## config.mk

```make
export PLATFORM = sky130hd
export DESIGN_NAME = vga_timing_generator_flat
export DESIGN_NICKNAME = d
export VERILOG_FILES = /design/src/rtl/vga_timing_generator_if.sv /design/src/rtl/vga_timing_generator.sv /design/src/flat_wrapper.sv
export SDC_FILE = /design/constraint.sdc
export NUM_CORES = 1
export LEC_CHECK = 0
export ABC_AREA = 1
export CORE_MARGIN = 2
export CORE_UTILIZATION = 51
export CTS_CLUSTER_DIAMETER = 100
export DETAILED_ROUTE_END_ITERATION = 16
export GPL_ROUTABILITY_DRIVEN = 1
export PLACE_DENSITY = 0.84
export SLEW_MARGIN = 20
export SYNTH_ARGS = -nofsm -noshare
export SYNTH_HDL_FRONTEND = slang
export SYNTH_SLANG_ARGS = --single-unit
```

## constraint.sdc

```tcl
create_clock -name clk25 -period 1.9 [get_ports clk25]
set_clock_uncertainty 0.05 [all_clocks]
set_input_delay 0.57 -clock clk25 [delete_from_list [all_inputs] [get_ports clk25]]
set_output_delay 0.57 -clock clk25 [all_outputs]
set_load 0.02 [all_outputs]
```

## src/rtl/vga_timing_generator_if.sv

```systemverilog
// Raster timing bundle driven by vga_timing_generator toward the image/palette
// lookup stage.
interface vga_timing_generator_if;
  logic       screenEnd;
  logic       active;
  logic       hSync;
  logic       vSync;
  logic [9:0] x;
  logic [8:0] y;

  modport master (output screenEnd, active, hSync, vSync, x, y);
  modport slave  (input  screenEnd, active, hSync, vSync, x, y);
endinterface

```

## src/rtl/vga_timing_generator.sv

```systemverilog
// VGA raster timing (default 640x480@60 on a 25 MHz pixel clock).
// Define VGA_TIMING_PIPE_EN to delay active/hSync/vSync/screenEnd by PIPE_STAGES.
module vga_timing_generator #(
  parameter int unsigned WIDTH       = 640,
  parameter int unsigned HEIGHT      = 480,
  parameter int unsigned H_FRONT     = 16,
  parameter int unsigned H_SYNC      = 96,
  parameter int unsigned H_BACK      = 48,
  parameter int unsigned V_FRONT     = 10,
  parameter int unsigned V_SYNC      = 2,
  parameter int unsigned V_BACK      = 33,
  parameter int unsigned PIPE_STAGES = 2
) (
  input  logic                   clk25,
  input  logic                   reset,
  vga_timing_generator_if.master vga
);

  localparam int unsigned H_TOTAL = WIDTH + H_FRONT + H_SYNC + H_BACK;
  localparam int unsigned V_TOTAL = HEIGHT + V_FRONT + V_SYNC + V_BACK;

  // 11-bit compare constants so a 1024-entry total or sync end cannot wrap
  localparam logic [10:0] H_LAST   = 11'(H_TOTAL - 1);
  localparam logic [10:0] V_LAST   = 11'(V_TOTAL - 1);
  localparam logic [10:0] H_VIS    = 11'(WIDTH);
  localparam logic [10:0] V_VIS    = 11'(HEIGHT);
  localparam logic [10:0] HS_START = 11'(WIDTH + H_FRONT);
  localparam logic [10:0] HS_END   = 11'(WIDTH + H_FRONT + H_SYNC);
  localparam logic [10:0] VS_START = 11'(HEIGHT + V_FRONT);
  localparam logic [10:0] VS_END   = 11'(HEIGHT + V_FRONT + V_SYNC);

  logic [9:0]  h_count;
  logic [9:0]  v_count;
  logic [10:0] h_ext;
  logic [10:0] v_ext;
  logic        h_vis;
  logic        v_vis;
  logic        active_d;
  logic        hsync_d;
  logic        vsync_d;
  logic        screen_end_d;
  logic [9:0]  x_d;
  logic [8:0]  y_d;

  always_ff @(posedge clk25 or negedge reset) begin
    if (!reset) begin
      h_count <= '0;
      v_count <= '0;
    end else if ({1'b0, h_count} == H_LAST) begin
      h_count <= '0;
      if ({1'b0, v_count} == V_LAST) v_count <= '0;
      else                           v_count <= v_count + 10'd1;
    end else begin
      h_count <= h_count + 10'd1;
    end
  end

  always_comb begin
    h_ext        = {1'b0, h_count};
    v_ext        = {1'b0, v_count};
    h_vis        = h_ext < H_VIS;
    v_vis        = v_ext < V_VIS;
    active_d     = h_vis && v_vis;
    hsync_d      = !((h_ext >= HS_START) && (h_ext < HS_END));
    vsync_d      = !((v_ext >= VS_START) && (v_ext < VS_END));
    screen_end_d = (h_ext == H_LAST) && (v_ext == V_LAST);
    x_d          = h_vis ? h_count : '0;
    y_d          = v_vis ? v_count[8:0] : '0;
  end

  // x/y always bypass the delay chain: they address the RAM whose latency it matches
  assign vga.x = x_d;
  assign vga.y = y_d;

`ifdef VGA_TIMING_PIPE_EN
  logic [PIPE_STAGES-1:0] active_pipe;
  logic [PIPE_STAGES-1:0] hsync_pipe;
  logic [PIPE_STAGES-1:0] vsync_pipe;
  logic [PIPE_STAGES-1:0] screen_end_pipe;

  always_ff @(posedge clk25 or negedge reset) begin
    if (!reset) begin
      active_pipe     <= '0;
      hsync_pipe      <= '1;
      vsync_pipe      <= '1;
      screen_end_pipe <= '0;
    end else begin
      active_pipe[0]     <= active_d;
      hsync_pipe[0]      <= hsync_d;
      vsync_pipe[0]      <= vsync_d;
      screen_end_pipe[0] <= screen_end_d;
      for (int unsigned i = 1; i < PIPE_STAGES; i++) begin
        active_pipe[i]     <= active_pipe[i-1];
        hsync_pipe[i]      <= hsync_pipe[i-1];
        vsync_pipe[i]      <= vsync_pipe[i-1];
        screen_end_pipe[i] <= screen_end_pipe[i-1];
      end
    end
  end

  assign vga.active    = active_pipe[PIPE_STAGES-1];
  assign vga.hSync     = hsync_pipe[PIPE_STAGES-1];
  assign vga.vSync     = vsync_pipe[PIPE_STAGES-1];
  assign vga.screenEnd = screen_end_pipe[PIPE_STAGES-1];
`else
  logic unused_pipe_cfg;
  assign unused_pipe_cfg = ^PIPE_STAGES;

  assign vga.active    = active_d;
  assign vga.hSync     = hsync_d;
  assign vga.vSync     = vsync_d;
  assign vga.screenEnd = screen_end_d;
`endif

endmodule

```

## src/flat_wrapper.sv

```systemverilog
// flat-port wrapper written by rule: the top's interface ports become plain ports
module vga_timing_generator_flat 
#(
  parameter int unsigned WIDTH       = 640,
  parameter int unsigned HEIGHT      = 480,
  parameter int unsigned H_FRONT     = 16,
  parameter int unsigned H_SYNC      = 96,
  parameter int unsigned H_BACK      = 48,
  parameter int unsigned V_FRONT     = 10,
  parameter int unsigned V_SYNC      = 2,
  parameter int unsigned V_BACK      = 33,
  parameter int unsigned PIPE_STAGES = 2
)
  (clk25, reset, vga_screenEnd, vga_active, vga_hSync, vga_vSync, vga_x, vga_y);
  vga_timing_generator_if vga_i ();
  input  logic clk25;
  input  logic reset;
  output wire logic [$bits(vga_i.screenEnd)-1:0] vga_screenEnd;
  output wire logic [$bits(vga_i.active)-1:0] vga_active;
  output wire logic [$bits(vga_i.hSync)-1:0] vga_hSync;
  output wire logic [$bits(vga_i.vSync)-1:0] vga_vSync;
  output wire logic [$bits(vga_i.x)-1:0] vga_x;
  output wire logic [$bits(vga_i.y)-1:0] vga_y;
  assign vga_screenEnd = vga_i.screenEnd;
  assign vga_active = vga_i.active;
  assign vga_hSync = vga_i.hSync;
  assign vga_vSync = vga_i.vSync;
  assign vga_x = vga_i.x;
  assign vga_y = vga_i.y;
  vga_timing_generator #(.WIDTH(WIDTH), .HEIGHT(HEIGHT), .H_FRONT(H_FRONT), .H_SYNC(H_SYNC), .H_BACK(H_BACK), .V_FRONT(V_FRONT), .V_SYNC(V_SYNC), .V_BACK(V_BACK), .PIPE_STAGES(PIPE_STAGES)) u_core (.clk25(clk25), .reset(reset), .vga(vga_i));
endmodule
```

==> qor.yml <==
setup_path:
  reg2reg_from: "u_core.v_count[7]$_DFFE_PN0N_"
  arrival_ns: 1.58
  critPathTopFamily: "buffers and inverters"
  cp.required_ns: 1.28
  path_cells: "buf_4, nor2_4, clkinvlp_4, nor2_2, buf_4"
  r2r-end: "u_core.v_count[8]$_DFFE_PN0N_"
  reg2regPathDepth: 14
  crit_path_start_kind: "flip-flop"
  crit_path_max_fanout: 4
  path_buf_inv: 3
  crit_path_max_incr_delay_ns: 0.46
  crit_top_cell: "buf_4"
  reg2reg_slack_ns: -0.07
  critPathKind: "reg2out"
  crit_path_end_kind: "output pin"
  crit_slowest_cell: "dfrtp_2"
drt:
  wl_met2_mm: 2.810
  drt_iter0_drc: 174
  drc_errors: 0
  wl_mm: 6.052
  met3_length_um: 654
  top_layer: "met4"
  vias: 1844
  ant_nets: 0
  wl_per_cell_um: 19.34
  m1WireLength_mm: 1.996
  drt-vias-per-instance: 5.891
  drt-pass1-iter-count: 5
logic_synthesis:
  ys_seq_area_share_pct: 37.35
  ys_types: 23
  synth_area_um2: 1340
  yosys_warnings: 0
  syn_nets: 205
  syn_area_per_cell_um2: 6.734
  synth_seq_cells: 20
  syn_inst: 199
global_route:
  grt_pass1_vias: 1632
  grt_max_degree: 21
  gr-total-overflow: 0
  antenna_found_initial: 0
  grt_pass1_wl_mm: 7.189
  track_usage_pct: 30.45
clock_network:
  clockRootBuffer: "clkbuf_4"
  clock_sinks: 20
  cts_hold_buf: 0
  cts_buffers: 3
  htreeDepth: 1
  clk_latency_ns: 0.32
  clockBufferDepth: 2
  cts_tree: "built"
  path_clk_slew_ns: 0.12
floorplanning:
  die_x_um: 55.26
  num_rows: 18
  io_pins: 25
  die-area_um2: 3054
  die_h_um: 55.26
  initial_core_util_pct: 54.09
  coreArea_um2: 2477
flow_run:
  drv_cap: 0
sta:
  slew_viol_final: 0
  final_hold_viol_count: 0
  max_slew_margin_pct: 75.40
  fmax_mhz: 454.8
  fin_crit_ns: 2.199
  finalCritPeriodShare_pct: 115.7
  setup_slack_ns: -0.2988
  setup_viol: 23
  rsz0062_at_grt: "yes"
  tightest_slew_ns: 0.3676
  whs_ns: 0.5409
power_and_ir_drop:
  cellPowerDensity_nw_per_um2: 286.3
  ir_drop_v: 0.0003254
  p_leak_nw: 1.218
place:
  place_congestion: 0.8802
  post-dp-hpwl_mm: 2.554
  io_buffers: 24
finish:
  final_cell_mix: "51 x buf_4, 38 x inv_1, 36 x nand2_1"
  final_common_cell: "buf_4"
  area_growth_syn_to_layout_pct: 70.03
  insertedDiodeCount: 0
  final_util_pct: 91.97
  drive_above_1_share_pct: 45.58
  nets: 291
outcome:
  status: "complete, but fails checks"
  violations: "setup timing"
min_path:
  hp-class: "in2async"
through the flow:
stage	setup WS, ns	instances	instance area, um2	power [mW]	TNS (ns)
final	-0.2988	313	2278	0.6523	-4.163
after global placement	-0.2716	292	1914	0.4458	-4.257
after detailed placement	-0.3259	292	1914	0.4459	-4.866
after CTS	-0.1911	310	2132	0.6470	-2.880
after floorplan	0.1268	199	1345	0.4338	0
after global routing	-0.3369	313	2278	0.6660	-5.266
metal layers:
layer / vias to the layer above / GRT usage, %
li1: 777 / -
met1: 816 / 32.93
met2: 177 / 53.91
met3: 74 / 5.855
met4: 0 / 19.16
met5: - / 0
registers in the layout (all words and copies together) (netlist names):
signal and flops:
u_core.h_count 10, u_core.v_count 10
cells by family (layout without fill, tap and decap cells):
kind of cell               Yosys count  after routing  share of synthesized area (%)
xor gates and xnor gates             6              6                          3.922
AOI/OAI and AO/OA                   19             19                          7.283
buffers and inverters               49            133                          14.47
and+or+nand+nor                    101            101                          33.24
adders and majority gates            4              4                          3.735
DFF                                 20             20                          37.35
where the power goes:
part           leakage (nW)  switching [mW]  internal [mW]  total [mW]
clock network        0.0138           0.140         0.0745       0.215
logic                 0.941         0.00878        0.00316      0.0119
registers             0.263               0          0.425       0.425
total                  1.22           0.149          0.503       0.652
how the worst max path moves through the flow:
stage | from | endpoint | cells past startpoint
floorplan | u_core.h_count[0]$_DFF_PN0_ | vga_screenEnd | 5
global placement | u_core.v_count[0]$_DFFE_PN0N_ | vga_screenEnd | 7
detailed placement | u_core.v_count[1]$_DFFE_PN0N_ | vga_screenEnd | 7
CTS | u_core.v_count[6]$_DFFE_PN0N_ | vga_y[0] | 6
global route | u_core.v_count[6]$_DFFE_PN0N_ | vga_y[2] | 6
finish | u_core.v_count[9]$_DFFE_PN0N_ | vga_y[2] | 5
area by class of cell:
class | instances | area [um2]
clock buffer | 3 | 22.52
fill | 95 | 198.9
inverter | 47 | 185.2
multi-input combinational | 130 | 799.5
sequential | 20 | 501.7
tap | 30 | 37.54
timing repair buffer | 82 | 724.4
timing repair inverter | 1 | 7.507
what timing repair did:
item | 4_1_cts | 5_1_grt
cloned | 1 | 0
pin swaps | 6 | 18
buffers inserted | 15 | 14
setup endpoints to repair | 23 | 24
resized for setup | 156 | 51
cells in the mapped netlist:
cell,instances,area (um2)
xor2_1,5,43.79
nor3_1,6,30.03
nand2_2,1,6.260
nand4_4,1,21.27
nand4_1,6,37.54
xnor2_1,1,8.760
nor2_4,1,11.26
nor2_1,33,123.9
o21ai_0,13,65.06
inv_1,45,168.9
nor2_2,1,6.260
clkinv_2,1,5.000
a21oi_1,4,20.02
dfrtp_1,20,500.5
nand3b_1,1,7.510
buf_6,1,11.26
ha_1,4,50.05
o211ai_1,1,7.510
o21ai_1,1,5.000
nand2_1,43,161.4
inv_2,1,3.750
nand3_1,8,40.04
buf_2,1,5.000
No activity file was read; power rests on OpenSTA's default activity.
